File: config.mk
export PLATFORM = sky130hd
export DESIGN_NAME = mio_bus_xbar_flat
export DESIGN_NICKNAME = d
export VERILOG_FILES = /design/src/rtl/mio_bus_xbar_if.sv /design/src/rtl/mio_bus_xbar.sv /design/src/flat_wrapper.sv
export SDC_FILE = /design/constraint.sdc
export NUM_CORES = 1
export LEC_CHECK = 0
export CAP_MARGIN = 40
export CORE_ASPECT_RATIO = 0.75
export CORE_MARGIN = 2
export CORE_UTILIZATION = 33
export CTS_CLUSTER_DIAMETER = 200
export DETAILED_ROUTE_END_ITERATION = 8
export HOLD_SLACK_MARGIN = 0.06
export PLACE_DENSITY = 0.82
export SYNTH_ARGS = -nofsm -noshare
export SYNTH_HDL_FRONTEND = slang
export SYNTH_SLANG_ARGS = --single-unit
File: constraint.sdc
create_clock -name clk -period 3.08 [get_ports clk]
set_input_delay 0.924 -clock clk [delete_from_list [all_inputs] [get_ports clk]]
set_output_delay 0.924 -clock clk [all_outputs]
set_load 0.01 [all_outputs]
File: src/rtl/mio_bus_xbar_if.sv
// mio_bus_xbar_if
// Bundles the CPU-side request/response signals and the slave-side select/data
// signals of the MIO crossbar into one interface.
//   master modport : environment view (CPU drives requests, slave devices drive
//                    s_rdata/s_ack and observe the select/address/data outputs)
//   slave modport  : crossbar view (takes requests and slave responses, drives
//                    the completion pulse and the slave-side select/address/data)
// Parameters: N_SLAVES slave ports, DW data width, AW address width.
interface mio_bus_xbar_if #(
   parameter int N_SLAVES = 4,
   parameter int DW       = 32,
   parameter int AW       = 32
);
   // CPU side
   logic                   m_req;
   logic                   m_we;
   logic [AW-1:0]          m_addr;
   logic [DW-1:0]          m_wdata;
   logic [DW-1:0]          m_rdata;
   logic                   m_ready;
   logic                   m_err;
   // slave side
   logic [N_SLAVES-1:0]    s_sel;
   logic                   s_we;
   logic [AW-1:0]          s_addr;
   logic [DW-1:0]          s_wdata;
   logic [N_SLAVES*DW-1:0] s_rdata;
   logic [N_SLAVES-1:0]    s_ack;

   modport master (
      output m_req, m_we, m_addr, m_wdata, s_rdata, s_ack,
      input  m_rdata, m_ready, m_err, s_sel, s_we, s_addr, s_wdata
   );

   modport slave (
      input  m_req, m_we, m_addr, m_wdata, s_rdata, s_ack,
      output m_rdata, m_ready, m_err, s_sel, s_we, s_addr, s_wdata
   );
endinterface

File: src/rtl/mio_bus_xbar.sv
// mio_bus_xbar
// One-master / N_SLAVES-slave memory-mapped crossbar with base/mask decode,
// req/ready handshake, slave wait states via ack, a timeout watchdog and error
// responses for unmapped or hung accesses. One transaction in flight at a time.
//   clk      : system clock, all state on rising edge
//   RSTN     : asynchronous reset, active-low
//   bus      : mio_bus_xbar_if.slave (m_* CPU handshake, s_* slave ports)
//   err_addr : last faulting address (only with MIO_BUS_ERR_LOG_EN)
//   err_cnt  : saturating fault count (only with MIO_BUS_ERR_LOG_EN)
// Optional feature macro: MIO_BUS_ERR_LOG_EN (fault logging registers).
// Without it err_addr/err_cnt are tied to 0; m_err is generated either way.
module mio_bus_xbar #(
   parameter int                       N_SLAVES = 4,
   parameter int                       DW       = 32,
   parameter int                       AW       = 32,
   parameter logic [N_SLAVES*AW-1:0]   BASE     = {32'hF000_0004, 32'hF000_0000,
                                                   32'hE000_0000, 32'h0000_0000},
   parameter logic [N_SLAVES*AW-1:0]   MASK     = {32'hFFFF_FFFC, 32'hFFFF_FFFC,
                                                   32'hF000_0000, 32'hFFFF_F000},
   parameter int                       TIMEOUT  = 16
) (
   input  logic             clk,
   input  logic             RSTN,
   mio_bus_xbar_if.slave    bus,
   output logic [AW-1:0]    err_addr,
   output logic [7:0]       err_cnt
);

   localparam int               TMO_W    = $clog2(TIMEOUT);
   localparam logic [TMO_W-1:0] TMO_LAST = TMO_W'(TIMEOUT - 1);

   typedef enum logic [1:0] {
      ST_IDLE   = 2'd0,
      ST_ACCESS = 2'd1,
      ST_RESP   = 2'd2
   } state_t;

   state_t              state_reg;
   logic [TMO_W-1:0]    tmo_reg;

   // ---------------------------------------------------------------------
   // Address decode
   // ---------------------------------------------------------------------
   logic [N_SLAVES-1:0] match;
   logic [N_SLAVES-1:0] hit_onehot;
   logic [AW-1:0]       offset [N_SLAVES];
   logic [AW-1:0]       hit_offset;

   for (genvar gi = 0; gi < N_SLAVES; gi++) begin : g_dec
      assign match[gi]  = (bus.m_addr & MASK[gi*AW +: AW]) == BASE[gi*AW +: AW];
      assign offset[gi] = bus.m_addr & ~MASK[gi*AW +: AW];
   end

   // Isolate the lowest set bit so the lowest slot wins on overlapping maps.
   assign hit_onehot = match & ~(match - N_SLAVES'(1));

   always_comb begin
      hit_offset = '0;
      for (int i = 0; i < N_SLAVES; i++) begin
         if (hit_onehot[i]) hit_offset = hit_offset | offset[i];
      end
   end

   // ---------------------------------------------------------------------
   // Response path: only the selected slot's ack/rdata are honoured
   // ---------------------------------------------------------------------
   logic [DW-1:0] sel_rdata;
   logic          ack_hit;

   assign ack_hit = |(bus.s_ack & bus.s_sel);

   always_comb begin
      sel_rdata = '0;
      for (int i = 0; i < N_SLAVES; i++) begin
         if (bus.s_sel[i]) sel_rdata = sel_rdata | bus.s_rdata[i*DW +: DW];
      end
   end

   // ---------------------------------------------------------------------
   // Control FSM with registered outputs
   // ---------------------------------------------------------------------
   always_ff @(posedge clk or negedge RSTN) begin
      if (!RSTN) begin
         state_reg   <= ST_IDLE;
         tmo_reg     <= '0;
         bus.s_sel   <= '0;
         bus.s_we    <= 1'b0;
         bus.s_addr  <= '0;
         bus.s_wdata <= '0;
         bus.m_ready <= 1'b0;
         bus.m_err   <= 1'b0;
         bus.m_rdata <= '0;
      end else begin
         case (state_reg)
            ST_IDLE: begin
               bus.m_ready <= 1'b0;
               bus.m_err   <= 1'b0;
               if (bus.m_req) begin
                  bus.s_we    <= bus.m_we;
                  bus.s_wdata <= bus.m_wdata;
                  bus.s_addr  <= hit_offset;
                  tmo_reg     <= '0;
                  if (|match) begin
                     bus.s_sel <= hit_onehot;
                     state_reg <= ST_ACCESS;
                  end else begin
                     // Decode miss: answer immediately with an error.
                     bus.m_ready <= 1'b1;
                     bus.m_err   <= 1'b1;
                     bus.m_rdata <= '0;
                     state_reg   <= ST_RESP;
                  end
               end
            end

            ST_ACCESS: begin
               // An ack on the final watchdog cycle still counts as success.
               if (ack_hit) begin
                  bus.m_rdata <= bus.s_we ? '0 : sel_rdata;
                  bus.m_err   <= 1'b0;
                  bus.m_ready <= 1'b1;
                  bus.s_sel   <= '0;
                  state_reg   <= ST_RESP;
               end else if (tmo_reg == TMO_LAST) begin
                  bus.m_rdata <= '0;
                  bus.m_err   <= 1'b1;
                  bus.m_ready <= 1'b1;
                  bus.s_sel   <= '0;
                  state_reg   <= ST_RESP;
               end else begin
                  tmo_reg <= tmo_reg + TMO_W'(1);
               end
            end

            ST_RESP: begin
               // m_req may still be high here; it is only sampled again in IDLE.
               bus.m_ready <= 1'b0;
               bus.m_err   <= 1'b0;
               state_reg   <= ST_IDLE;
            end

            default: begin
               state_reg <= ST_IDLE;
            end
         endcase
      end
   end

   // ---------------------------------------------------------------------
   // Optional fault logging
   // ---------------------------------------------------------------------
`ifdef MIO_BUS_ERR_LOG_EN
   logic [AW-1:0] addr_reg;       // full address of the transaction in flight
   logic [AW-1:0] err_addr_reg;
   logic [7:0]    err_cnt_reg;
   logic          fault;
   logic [AW-1:0] fault_addr;

   assign fault = ((state_reg == ST_IDLE) && bus.m_req && !(|match)) ||
                  ((state_reg == ST_ACCESS) && !ack_hit && (tmo_reg == TMO_LAST));
   assign fault_addr = (state_reg == ST_IDLE) ? bus.m_addr : addr_reg;

   always_ff @(posedge clk or negedge RSTN) begin
      if (!RSTN) begin
         addr_reg     <= '0;
         err_addr_reg <= '0;
         err_cnt_reg  <= '0;
      end else begin
         if ((state_reg == ST_IDLE) && bus.m_req) addr_reg <= bus.m_addr;
         if (fault) begin
            err_addr_reg <= fault_addr;
            if (err_cnt_reg != 8'hFF) err_cnt_reg <= err_cnt_reg + 8'd1;
         end
      end
   end

   assign err_addr = err_addr_reg;
   assign err_cnt  = err_cnt_reg;
`else
   assign err_addr = '0;
   assign err_cnt  = '0;
`endif

endmodule

File: src/flat_wrapper.sv
// flat-port wrapper written by rule: the top's interface ports become plain ports
module mio_bus_xbar_flat 
#(
   parameter int                       N_SLAVES = 4,
   parameter int                       DW       = 32,
   parameter int                       AW       = 32,
   parameter logic [N_SLAVES*AW-1:0]   BASE     = {32'hF000_0004, 32'hF000_0000,
                                                   32'hE000_0000, 32'h0000_0000},
   parameter logic [N_SLAVES*AW-1:0]   MASK     = {32'hFFFF_FFFC, 32'hFFFF_FFFC,
                                                   32'hF000_0000, 32'hFFFF_F000},
   parameter int                       TIMEOUT  = 16
)
  (clk, RSTN, err_addr, err_cnt, bus_m_req, bus_m_we, bus_m_addr, bus_m_wdata, bus_s_rdata, bus_s_ack, bus_m_rdata, bus_m_ready, bus_m_err, bus_s_sel, bus_s_we, bus_s_addr, bus_s_wdata);
  mio_bus_xbar_if #(.N_SLAVES(N_SLAVES), .DW(DW), .AW(AW)) bus_i ();
  input  logic clk;
  input  logic RSTN;
  output logic [AW-1:0] err_addr;
  output logic [7:0] err_cnt;
  input wire logic [$bits(bus_i.m_req)-1:0] bus_m_req;
  input wire logic [$bits(bus_i.m_we)-1:0] bus_m_we;
  input wire logic [$bits(bus_i.m_addr)-1:0] bus_m_addr;
  input wire logic [$bits(bus_i.m_wdata)-1:0] bus_m_wdata;
  input wire logic [$bits(bus_i.s_rdata)-1:0] bus_s_rdata;
  input wire logic [$bits(bus_i.s_ack)-1:0] bus_s_ack;
  output wire logic [$bits(bus_i.m_rdata)-1:0] bus_m_rdata;
  output wire logic [$bits(bus_i.m_ready)-1:0] bus_m_ready;
  output wire logic [$bits(bus_i.m_err)-1:0] bus_m_err;
  output wire logic [$bits(bus_i.s_sel)-1:0] bus_s_sel;
  output wire logic [$bits(bus_i.s_we)-1:0] bus_s_we;
  output wire logic [$bits(bus_i.s_addr)-1:0] bus_s_addr;
  output wire logic [$bits(bus_i.s_wdata)-1:0] bus_s_wdata;
  assign bus_i.m_req = bus_m_req;
  assign bus_i.m_we = bus_m_we;
  assign bus_i.m_addr = bus_m_addr;
  assign bus_i.m_wdata = bus_m_wdata;
  assign bus_i.s_rdata = bus_s_rdata;
  assign bus_i.s_ack = bus_s_ack;
  assign bus_m_rdata = bus_i.m_rdata;
  assign bus_m_ready = bus_i.m_ready;
  assign bus_m_err = bus_i.m_err;
  assign bus_s_sel = bus_i.s_sel;
  assign bus_s_we = bus_i.s_we;
  assign bus_s_addr = bus_i.s_addr;
  assign bus_s_wdata = bus_i.s_wdata;
  mio_bus_xbar #(.N_SLAVES(N_SLAVES), .DW(DW), .AW(AW), .BASE(BASE), .MASK(MASK), .TIMEOUT(TIMEOUT)) u_core (.clk(clk), .RSTN(RSTN), .bus(bus_i), .err_addr(err_addr), .err_cnt(err_cnt));
endmodule
### Word-level counts from Yosys, hierarchy flattened

Cells that the tools add are included.

* register bits: 109
* latch bits: 0
* memory bits (writable): 0
* memory bits (read-only): 0
* input port bits: 200
* output and inout bits: 143
* logic and storage cells: 79
* memories kept: 0

* $add $sub $neg: 2
* $mul: 0
* divide/modulo/power cells: 0
* magnitude comparators: 0
* eq/ne operators: 12
* shift operators: 0
* mux-type cells: 35
* bitwise gates (word level): 9
* reduce and logical (&&, ||, !) cells: 12

Operators with widths (count)
* 32-bit two-way mux: 12
* 32-bit bitwise OR: 3
* 32-bit by 2-bit bitwise OR with 32-bit output: 2
* 32-bit case mux with 2 select lines: 1
* 30-bit == test, second input constant: 2
* 32-bit logical NOT: 1
* 32-bit by 28-bit bitwise OR with 32-bit output: 1
* 4-bit two-way mux: 7
* 4-bit case mux with 2 select lines: 2
* 12-bit two-way mux: 1
* 4-bit AND reduction: 3
* 4-bit bitwise AND: 2
* 4-bit == test, second input constant: 2
* 2-bit two-way mux: 4
* 2-bit != test, second input constant: 4
* 4-bit OR reduction: 2
* 1-bit case mux with 3 select lines: 2
* 2-bit AND reduction: 3
* 1-bit two-way mux: 5
* 4-bit by 1-bit adder with 4-bit output, second input constant: 1
* 4-bit NOT: 1
* 2-bit case mux with 2 select lines: 1
* 4-bit by 1-bit subtractor with 4-bit output, second input constant: 1
* 3-bit by 1-bit != test with 1-bit output, second input constant: 1
* 6 further kinds: 6

### Depth between registers and ports, before layout

Gate-level depths: netlist of run 1.

* word-level depth: 11
* gate-level depth with buffers: 9
* mapped depth without buffers: 7

### Least setup slack after synthesis of run 1

Ideal clock, no wire load.

* path kind: in2reg
* start point: input bus_m_addr[29]
* end point: register u_core.bus.m_rdata[10]
* library setup time: 125 ps
* arrival: 2424 ps
* data required time: 2955 ps
* setup slack: 531 ps
* stages: 6
* buffers on the path: 2
* path through: or4_4 -> a211o_1 -> and3_1 -> buf_6 -> buf_12 -> mux2_4

* longest elaborated chain between the ends: 4
* elaborated cells on any way between the ends: 7
* those cells by class: eq/ne (4); reduce/logical (3)

Ends and longest elaborated chain
* start, declared: line flat_wrapper.sv:21 `input wire logic [$bits(bus_i.m_addr)-1:0] bus_m_addr;`
* 30-bit == test (tied with other cells): line mio_bus_xbar.sv:50 `assign match[gi] = (bus.m_addr & MASK[gi*AW +: AW]) == BASE[gi*AW +: AW];`
* 4-bit OR reduction (*): line mio_bus_xbar.sv:103 `if (|match) begin`
* 2-bit != test (no line) (*)
* 4-bit AND reduction (no line) (*)
* end signal, assigned: line mio_bus_xbar.sv:119 `bus.m_rdata <= bus.s_we ? '0 : sel_rdata;`
* end, declared: line mio_bus_xbar_if.sv:37 `output m_rdata, m_ready, m_err, s_sel, s_we, s_addr, s_wdata`

Mark *: on every way between the ends. The rest lies on a longest branch, timed or not.
A chain may end at the register's enable or synchronous reset.

### Worst setup path after layout of run 1

* start point: input bus_m_addr[22]
* end point: register u_core.bus.s_addr[3]

* longest elaborated chain between the ends: 11
* elaborated cells on any way between the ends: 13
* those cells by class: add/sub (1); eq/ne (2); mux (4); bitwise (5); reduce/logical (1)

Ends and longest elaborated chain
* 32-bit logical NOT: line mio_bus_xbar.sv:50
* 4-bit by 1-bit subtractor with 4-bit output: line mio_bus_xbar.sv:55 `assign hit_onehot = match & ~(match - N_SLAVES'(1));`
* 4-bit NOT: line mio_bus_xbar.sv:55
* 4-bit bitwise AND (*): line mio_bus_xbar.sv:55
* 12-bit two-way mux: line mio_bus_xbar.sv:60 `if (hit_onehot[i]) hit_offset = hit_offset | offset[i];`
* 32-bit by 28-bit bitwise OR with 32-bit output: line mio_bus_xbar.sv:60
* 32-bit two-way mux: line mio_bus_xbar.sv:60
* 32-bit by 2-bit bitwise OR with 32-bit output: line mio_bus_xbar.sv:60
* 32-bit two-way mux: line mio_bus_xbar.sv:60
* 32-bit by 2-bit bitwise OR with 32-bit output: line mio_bus_xbar.sv:60
* 32-bit two-way mux (*): line mio_bus_xbar.sv:60
* end signal, assigned: line mio_bus_xbar.sv:101 `bus.s_addr <= hit_offset;`
* end, declared: line mio_bus_xbar_if.sv:37

Marked as above.

==> results of run 1 <==
## routing by layer
metal,wire length (um),track usage
met1,7380,0.247
met2,8460,0.318
met3,1390,0.0697
met4,277,0.0506
met5,0,0
## critical path: stages
cell	delay, ns
clkdlybuf4s50_1	0.44
nor4_2	0.37
buf_4	0.17
nand4_1	0.24
or4_1	0.53
a211oi_4	0.29
buf_4	0.17
a22o_1	0.13
## worst paths after layout
path	slack [ns]	start	cells after the start	to
max in group asynchronous	1.77	RSTN	2	u_core.bus.m_rdata[22]$_DFFE_PN0P_
hold / removal	0.48	u_core.bus.s_addr[15]$_DFFE_PN0P_	2	u_core.bus.s_addr[15]$_DFFE_PN0P_
hold reg to reg	0.48	u_core.bus.s_addr[15]$_DFFE_PN0P_	2	u_core.bus.s_addr[15]$_DFFE_PN0P_
setup reg to reg	0.65	u_core.bus.s_sel[0]$_DFFE_PN0P_	6	u_core.bus.m_rdata[0]$_DFFE_PN0P_
setup / recovery	0.1	bus_m_addr[22]	8	u_core.bus.s_addr[3]$_DFFE_PN0P_
min in group asynchronous	0.64	RSTN	1	u_core.bus.m_rdata[17]$_DFFE_PN0P_
## area by class of cell
type                            instances  area (um2)
Tap cell                              210         263
Inverter                                4        15.0
Sequential cell                       105        2630
Fill cell                            1405        7230
Clock inverter                          7        55.1
Timing Repair Buffer                  324        3230
Antenna cell                            1        2.50
Multi-Input combinational cell        339        2470
Clock buffer                            9         225
## per-stage QoR
stage | power, W | hold WS (ns) | cell area [um2] | cells
after detailed placement | 0.00363 | 0.469 | 8590 | 982
after CTS | 0.00476 | 0.486 | 8870 | 998
after global placement | 0.00360 | 0.462 | 8590 | 982
after floorplan | 0.00268 | 0.485 | 5610 | 528
final | 0.00469 | 0.479 | 8880 | 999
after global routing | 0.00498 | 0.518 | 8880 | 998
## power groups by stage
stage / Combinational (W) / Clock [W] / Sequential, W
CTS: 0.00181 / 0.00114 / 0.00181
detailed placement: 0.00180 / 0 / 0.00183
floorplan: 0.000754 / 0 / 0.00193
global placement: 0.00178 / 0 / 0.00182
global route: 0.00192 / 0.00121 / 0.00184
finish: 0.00179 / 0.00110 / 0.00180
## logic make-up (layout without fill, tap and decap cells)
group                    after synthesis  count (layout)  synth area share
adder cells (fa/ha/maj)                4               4           0.00918
AND/OR/NAND/NOR                       77              77            0.0675
multiplexers                          66              66             0.157
flip-flops                           105             105             0.482
AO/OA/AOI/OAI                        148             148             0.185
buffers and inverters                 84             344            0.0989
other                                  1              45          0.000688
## cell usage after synthesis
cell,count,area [um2]
nand4_1,1,6.26
buf_6,1,11.3
clkbuf_1,30,113
nand3_1,5,25.0
nand2_1,43,161
ha_1,4,50.1
a32o_1,1,10.0
inv_1,4,15.0
buf_4,44,330
mux2_2,36,405
a21o_1,2,15.0
or4_4,1,11.3
o2bb2ai_1,2,17.5
a21oi_1,34,170
a211oi_4,1,20.0
nor4b_1,1,8.76
buf_2,2,10.0
or3_1,3,18.8
o21ai_0,23,115
dfrtp_1,105,2630
a211o_1,1,8.76
conb_1,1,3.75
and4_1,1,8.76
nand2b_1,3,18.8
o221a_2,1,11.3
nand4b_1,1,8.76
o311ai_0,2,17.5
o31ai_1,1,7.51
nor4_1,6,37.5
and3_1,1,6.26
nand3b_1,2,15.0
buf_12,3,60.1
mux2_4,30,450
or4_1,2,15.0
o32ai_1,1,8.76
a22oi_1,66,495
nor2_1,7,26.3
a21boi_0,1,7.51
o21a_1,1,7.51
a22o_1,11,96.3
## cell usage in the layout (no fill, tap or decap), types with 4 or more instances in the layout
master,count
nor2_1,7
a21oi_1,34
ha_1,4
mux2_2,36
a22oi_1,66
clkdlybuf4s50_1,297
o21ai_0,23
nand3_1,5
buf_4,23
conb_1,44
mux2_4,30
nor4_1,4
clkbuf_16,9
dfrtp_1,105
inv_1,4
a22o_1,11
nand2_1,42
buf_12,4
==> reports/qor.txt, run 1 <==
Status: finished, final reports clean
Largest net degree at the start of global routing: 54
Util after Layout: 0.551
Cts repair resizes: 0
RSZ-0062 raised after global routing: false
Starting DRT DRC Count: 314
Die height: 115 um
Max Clock Freq: 336 MHz
Clock latency on the worst-skew pair: 0.35 ns
GRT overflow: 0
WP data arrival: 3.26 ns
Clk_skew: 0.00858 ns
Via count: 4814
Max-slew headroom: 0.508
Clk slew on worst S/H paths: 0.07 ns
Avg Vias per Cell: 4.82
PD cells: 528 nW/um2
Clock sinks: 105
Final RePlAce weighted congestion: 0.774
Remaining DRCs: 0
Seq pwr share: 0.384
Cells after Synth: 485
ANT nets after route: 0
Number of global-route vias before repair: 4965
Area Overhead vs Synth: 62.9%
Num ports: 343
First-pass GRT wire length: 26800 um
Buffer count from post-CTS setup fixing: 0
DR WL/cell: 17.5 um
Die area: 17600 um2
Register bit total from synthesis: 105
Total core area: 16100 um2
P_leak: 3.61 nW
TritonCTS Buffers: 9
Max-cap viol count: 0
Peak supply drop: 0.524 mV
Mean Syn Cell Area: 11.2 um2
Post-Route WL: 17500 um
Setup tns final: 0 ns
# rows: 40
Startpoint type of the worst setup path: input pin
Internal power: 0.00326 W
Clk network pwr share: 0.234
Die X: 152 um
Psw: 0.00143 W
Initial antenna violation count: 1
Crit path time final: 2.98 ns
CTS HTree Levels: 3
CP Max Fanout: 5
Worst slew pin tran: 0.739 ns
Pre-CTS setup slack: -0.280 ns
Net count, final: 987
GRT Resource Usage Total: 0.194
Ratio of cells with drive above 1 in the final layout: 0.147
Placed wire-length estimate: 13500 um
Initial Util: 0.338
Syn. warnings: 0
Crit end category: register
Number of I/O port buffers: 298
Drt first pass iters: 4
Comb pwr share: 0.382
Hold Violations, Final: 0
WS Path Type: in -> reg
Final period util: 0.968
Required @ worst endpoint: 3.36 ns
CTS Hold Bufs: 0
Sw Ratio: 0.305
Post-route setup slack: 0.0999 ns
Sequential fraction of the synthesis area: 0.482
Synthesized area: 5450 um2
Hold Crit Class: reg -> reg
Clock Path Buffers: 2
Final setup violation count: 0
CTS tree: yes
Netlist cell types: 40
Regs by FF count: u_core.bus.m_rdata (32), u_core.bus.s_wdata (32), u_core.bus.s_addr (28)
Final count of pins violating max slew: 0
Clock Tree Root: clkbuf_16
(Power assumes the default switching activity.)
==> run 2: changes to the inputs <==
--- a/config.mk
+++ b/config.mk
@@ -6,13 +6,12 @@
 export NUM_CORES = 1
 export LEC_CHECK = 0
 export CAP_MARGIN = 40
-export CORE_ASPECT_RATIO = 0.75
 export CORE_MARGIN = 2
 export CORE_UTILIZATION = 33
 export CTS_CLUSTER_DIAMETER = 200
 export DETAILED_ROUTE_END_ITERATION = 8
 export HOLD_SLACK_MARGIN = 0.06
-export PLACE_DENSITY = 0.82
+export PLACE_DENSITY_LB_ADDON = 0.2
 export SYNTH_ARGS = -nofsm -noshare
 export SYNTH_HDL_FRONTEND = slang
 export SYNTH_SLANG_ARGS = --single-unit
==> constraint.sdc (replaced) <==
create_clock -name clk -period 2.95 [get_ports clk]
set_input_delay 0.885 -clock clk [delete_from_list [all_inputs] [get_ports clk]]
set_output_delay 0.885 -clock clk [all_outputs]
set_load 0.01 [all_outputs]
==> run 2 against run 1 <==
  * Design area barely moved
  * Clock skew up 0.0022 ns
  * Worst setup slack better by 0.017 ns
  * Combinational power is 6% higher
  * Via count grew 1.1%
  * Utilization increased by 0.37 points
  * Global-route usage increased by 1.1 points
  * Clock-buffer cell count did not move
  * Non-clock buffer count shrank 4
==> reports/qor.txt, run 2 (synthesized netlist as in run 1, its figures left out) <==
Final setup violation count: 0 (unchanged)
GRT overflow: 0 (unchanged)
GRT Resource Usage Total: 0.205 (+0.0113)
Remaining DRCs: 0 (unchanged)
Power, Total: 0.00503 W (+7.3%)
Number of global-route vias before repair: 5147 (+3.7%)
DR WL/cell: 18.3 um (+4.6%)
Max-slew headroom: 0.608 (+0.100)
Worst slew pin tran: 0.588 ns (-0.150 ns)
P_leak: 3.60 nW (-0.19%)
Avg Vias per Cell: 4.87 (+1.0%)
Startpoint type of the worst setup path: input pin
Post-route setup slack: 0.117 ns (+0.0170 ns)
Hold Crit Class: reg -> reg
Final period util: 0.960
Placed wire-length estimate: 13700 um (+1.5%)
Post-route cell area: 8880 um2 (about the same)
Die area: 17600 um2 (about the same)
Initial Util: 0.341 (+0.00243)
Most common cell after layout, fill and taps aside: clkdlybuf4s50_1
Met2 usage: 0.339 (+0.0217)
Net count, final: 983 (-0.41%)
WS Path Type: in -> reg
Via count: 4869 (+1.1%)
Crit end category: register
TritonCTS Buffers: 9 (unchanged)
Die X: 133 um (-13%)
Max Clock Freq: 353 MHz
CTS Hold Bufs: 0 (unchanged)
Crit path time final: 2.83 ns
Num ports: 343 (unchanged)
Clock Tree Root: clkbuf_16
Reg2reg start: u_core.state_reg[1]$_DFFE_PN0P_
Post-DP Area: 8570 um2 (-0.17%)
CTS tree: yes
# rows: 46 (+15%)
Met3 usage: 0.0812 (+0.0115)
Pre-CTS setup slack: -0.222 ns (+0.0587 ns)
Worst path cell trace: clkdlybuf4s50_1 -> nor4_1 -> nand4_1 -> a211o_1 -> and3_2 -> buf_12 -> mux2_4
CTS HTree Levels: 3 (unchanged)
WP data arrival: 3.07 ns (-0.19 ns)
Drt first pass iters: 4 (unchanged)
Critical path launch point: bus_m_addr[21]
Post-Route WL: 18300 um (+4.7%)
Status: finished, final reports clean
Antenna cells: 0 (-1)
Die height: 133 um (+15%)
Clock sinks: 105 (unchanged)
Clk_skew: 0.0107 ns (+0.00215 ns)
ANT nets after route: 0 (unchanged)
First-pass GRT wire length: 28700 um (+7.1%)
Number of I/O port buffers: 298 (unchanged)
Clk slew on worst S/H paths: 0.08 ns (about the same)
Buffer count from post-CTS setup fixing: 0 (unchanged)
Register-to-register setup slack: 0.62 ns (-0.03 ns)
CP Max Fanout: 32 (+27)
Largest net degree at the start of global routing: 106 (+96%)
Required @ worst endpoint: 3.18 ns (-0.18 ns)
Gr busiest metal: met2
Cts repair resizes: 0 (unchanged)
Clock latency on the worst-skew pair: 0.36 ns (about the same)
Most frequent cells in the layout: clkdlybuf4s50_1 (297), dfrtp_1 (105), a22oi_1 (66), conb_1 (44), nand2_1 (42)
Starting DRT DRC Count: 216 (-31%)
Min-delay src: u_core.bus.s_addr[22]$_DFFE_PN0P_
Max-cap viol count: 0 (unchanged)
Met1 GRT Util: 0.247 (+0.000592)
RSZ-0062 raised after global routing: false
Ratio of cells with drive above 1 in the final layout: 0.140 (-0.00690)
PD cells: 567 nW/um2 (+7.3%)
Final count of pins violating max slew: 0 (unchanged)
Final RePlAce weighted congestion: 0.864 (+12%)
Hold Violations, Final: 0 (unchanged)
CP top delay family: simple AND/OR/NAND/NOR gates
Max stage delay cell, worst path: nor4_1
Area Overhead vs Synth: 62.8% (about the same)
Setup tns final: 0 ns (unchanged)
Initial antenna violation count: 1 (unchanged)
Peak supply drop: 0.444 mV (-15%)
Total core area: 16000 um2 (-0.71%)
Crit path buf inv count: 2 (-1)
Crit-path max cell delay: 0.46 ns (-0.07 ns)
Clock Path Buffers: 2 (unchanged)
Regs by FF count: u_core.bus.m_rdata (32), u_core.bus.s_wdata (32), u_core.bus.s_addr (28)
-- run 2: worst paths after layout --
path,endpoint,cells past startpoint
min in group asynchronous,u_core.bus.m_rdata[19]$_DFFE_PN0P_,2
max,u_core.bus.m_rdata[29]$_DFFE_PN0P_,7
max in group asynchronous,u_core.bus.m_rdata[2]$_DFFE_PN0P_,2
min reg2reg,u_core.bus.s_addr[22]$_DFFE_PN0P_,2
min,u_core.bus.s_addr[22]$_DFFE_PN0P_,2
max reg2reg,u_core.bus.m_rdata[0]$_DFFE_PN0P_,7
-- run 2: metal layers --
metal  vias up  routed length (um)
met1      2339                7500
met2       222                8690
met5         -                  13
li1       2287                   -
met3        19                1870
met4         2                 255
-- run 2: power breakdown --
group / switching (W) / total (W) / internal, W / leakage (nW)
registers: 0.000157 / 0.00188 / 0.00172 / 1.39
logic: 0.000797 / 0.00189 / 0.00109 / 2.06
clock network: 0.000589 / 0.00126 / 0.000676 / 0.153
-- run 2: layout make-up --
class                   instances  area, um2
fillers                      1432       7120
repair buffers                320       3210
flip-flops and latches        105       2630
multi-input cells             339       2450
well taps                     216        270
clock buffers                   9        225
clock inverters                 7       81.3
inverters                       4       15.0
-- run 2: worst reg2reg max path: stages (launching register included) --
cell and delay (ns):
dfrtp_1 0.39, inv_1 0.10, ha_1 0.44, a21boi_0 0.22, nor2_1 0.21, and3_2 0.23, buf_12 0.25, mux2_2 0.38
-- run 2: per-stage QoR --
stage                util  instances  hold WS (ns)
floorplan               -        528         0.485
global placement    0.536        984         0.463
detailed placement  0.536        984         0.474
CTS                 0.555       1000         0.495
global route        0.555       1000         0.523
finish              0.555       1000         0.490
==> run 3: changes to the inputs <==
--- a/config.mk
+++ b/config.mk
@@ -12,6 +12,7 @@
 export DETAILED_ROUTE_END_ITERATION = 8
 export HOLD_SLACK_MARGIN = 0.06
 export PLACE_DENSITY_LB_ADDON = 0.2
+export REMOVE_ABC_BUFFERS = 1
 export SYNTH_ARGS = -nofsm -noshare
 export SYNTH_HDL_FRONTEND = slang
 export SYNTH_SLANG_ARGS = --single-unit
==> run 3 against run 2 <==
  * Utilization increased by 0.27 points
  * Sequential power about the same
  * Power increased by 0.99%
  * Cell count rose by 0.30%
  * Die area did not move
  * Worst hold slack got worse by 0.15 ns
  * Wire length up 3.1%
  * Combinational power hardly changed
  * First-iteration DRC count up 5.6%
==> reports/qor.txt, run 3 (synthesized netlist as in run 1, its figures left out) <==
Clock latency on the worst-skew pair: 0.34 ns (-0.02 ns)
Avg Vias per Cell: 4.89 (+0.40%)
CTS Hold Bufs: 0 (unchanged)
CTS tree: yes
Clock Tree Root: clkbuf_16
GRT overflow: 0 (unchanged)
Clock sinks: 105 (unchanged)
Most frequent cells in the layout: clkdlybuf4s50_1 (297), dfrtp_1 (105), a22oi_1 (66), conb_1 (44), nand2_1 (42)
Fillers: 1418 (-0.98%)
Via count: 4903 (+0.70%)
Crit path time final: 2.85 ns (+0.0141 ns)
Total core area: 16000 um2 (unchanged)
GRT Resource Usage Total: 0.207 (+0.00187)
Clk_skew: 0.00767 ns (-0.00306 ns)
Hold Crit Class: in -> async
Num ports: 343 (unchanged)
TritonCTS Buffers: 9 (unchanged)
Final RePlAce weighted congestion: 0.860 (-0.54%)
Starting DRT DRC Count: 228 (+5.6%)
Net count, final: 985 (+0.20%)
Sequential cell area: 2630 um2 (unchanged)
Final count of pins violating max slew: 0 (unchanged)
Worst slew pin tran: 0.529 ns (-0.0593 ns)
First-pass GRT wire length: 28700 um (unchanged)
Post-Route WL: 18900 um (+3.1%)
Drt first pass iters: 4 (unchanged)
Max-slew headroom: 0.644 (+0.0365)
PD cells: 569 nW/um2 (+0.49%)
Number of global-route vias before repair: 5063 (-1.6%)
Clk slew on worst S/H paths: 0.07 ns (about the same)
Final period util: 0.965 (+0.00479)
Area Overhead vs Synth: 63.6%
Most common cell after layout, fill and taps aside: clkdlybuf4s50_1
Cts repair resizes: 0 (unchanged)
ANT nets after route: 0 (unchanged)
Post-Place Cells: 986 (+0.20%)
Register-to-register setup slack: 0.61 ns (about the same)
Required @ worst endpoint: 3.18 ns (about the same)
Regs by FF count: u_core.bus.m_rdata (32), u_core.bus.s_wdata (32), u_core.bus.s_addr (28)
Number of I/O port buffers: 298 (unchanged)
Ratio of cells with drive above 1 in the final layout: 0.144 (+0.00346)
Placed wire-length estimate: 14700 um (+7.3%)
Power, Total: 0.00508 W (+0.99%)
P_leak: 3.62 nW (+0.61%)
WS Path Type: in -> reg
Peak supply drop: 0.407 mV (-8.3%)
RSZ-0062 raised after global routing: false
Max Clock Freq: 351 MHz (-0.50%)
Worst hold slack: 0.341 ns (-0.149 ns)
DR WL/cell: 18.8 um (+2.8%)
Die height: 133 um (unchanged)
# rows: 46 (unchanged)
Largest net degree at the start of global routing: 85 (-20%)
Initial Util: 0.341 (unchanged)
Initial antenna violation count: 1 (unchanged)
Die X: 133 um (unchanged)
Final setup violation count: 0 (unchanged)
Hold Violations, Final: 0 (unchanged)
Status: finished, final reports clean
Remaining DRCs: 0 (unchanged)
Die area: 17600 um2 (unchanged)
Startpoint type of the worst setup path: input pin
Buffer count from post-CTS setup fixing: 0 (unchanged)
Clock Path Buffers: 2 (unchanged)
Footprint of the multi-input gates: 2460 um2 (+0.26%)
WP data arrival: 3.07 ns (about the same)
Crit end category: register
Max-cap viol count: 0 (unchanged)
CTS HTree Levels: 3 (unchanged)
CP Max Fanout: 32 (unchanged)
Finished Layout Cells: 1003 (+0.30%)
run 3: changes by cell type in the layout (fill, tap and decap cells not counted):
cell and delta:
buf_4 +2, bufinv_16 +1, clkbuf_8 +1, clkinv_2 +1
diode_2 +1, inv_6 -2, inv_8 -1, nor4_1 -1
nor4_2 +1
run 3: area by class of cell:
| cell class | count | share of cell area |
|---|---|---|
| Inverter | 4 | 0.00168 |
| Multi-Input combinational cell | 339 | 0.275 |
| Clock buffer | 10 | 0.0268 |
| Timing Repair Buffer | 322 | 0.361 |
| Tap cell | 216 | 0.0303 |
| Clock inverter | 6 | 0.00982 |
| Sequential cell | 105 | 0.294 |
| Antenna cell | 1 | 0.000280 |
run 3: final timing paths:
kind                                                         from                                 end  depth (start not counted)
max in group asynchronous                                    RSTN  u_core.bus.s_wdata[25]$_DFFE_PN0P_                          2
min in group clk                u_core.bus.s_addr[27]$_DFFE_PN0P_   u_core.bus.s_addr[27]$_DFFE_PN0P_                          2
worst max register to register    u_core.bus.s_sel[2]$_DFFE_PN0P_   u_core.bus.m_rdata[0]$_DFFE_PN0P_                          7
worst max-delay path                                bus_m_addr[3]  u_core.bus.m_rdata[26]$_DFFE_PN0P_                          8
worst min register to register  u_core.bus.s_addr[27]$_DFFE_PN0P_   u_core.bus.s_addr[27]$_DFFE_PN0P_                          2
worst min-delay path                                         RSTN  u_core.bus.m_rdata[23]$_DFFE_PN0P_                          1
run 3: routing by layer:
layer  vias to the layer above  track usage  part of all wire
li1                       2278            -                 -
met1                      2378        0.239              0.38
met2                       225        0.352              0.48
met3                        22       0.0778              0.10
met4                         0       0.0735             0.027
met5                         -            0                 0
run 3: critical path, cell delays in order:
cell,delay [ns]
clkdlybuf4s50_1,0.47
nor4_2,0.29
buf_4,0.16
nand4b_1,0.18
a211o_1,0.33
and3_2,0.21
buf_12,0.19
mux2_4,0.32
run 3: per-stage QoR:
stage | TNS [ns] | worst slack (ns) | cell area (um2) | util
3_3_place_gp | -9.76 | -0.276 | 8590 | 0.537
5_1_grt | 0 | 0.0556 | 8920 | 0.558
3_5_place_dp | -9.49 | -0.272 | 8590 | 0.537
4_1_cts | 0 | 0.0962 | 8910 | 0.557
2_1_floorplan | -45.24 | -1.42 | 5090 | -
6_report | 0 | 0.103 | 8920 | 0.558
run 3: where the power goes:
part / internal [W] / switching, W
registers: 0.00172 / 0.000169
logic: 0.00109 / 0.000783
clock network: 0.000771 / 0.000543
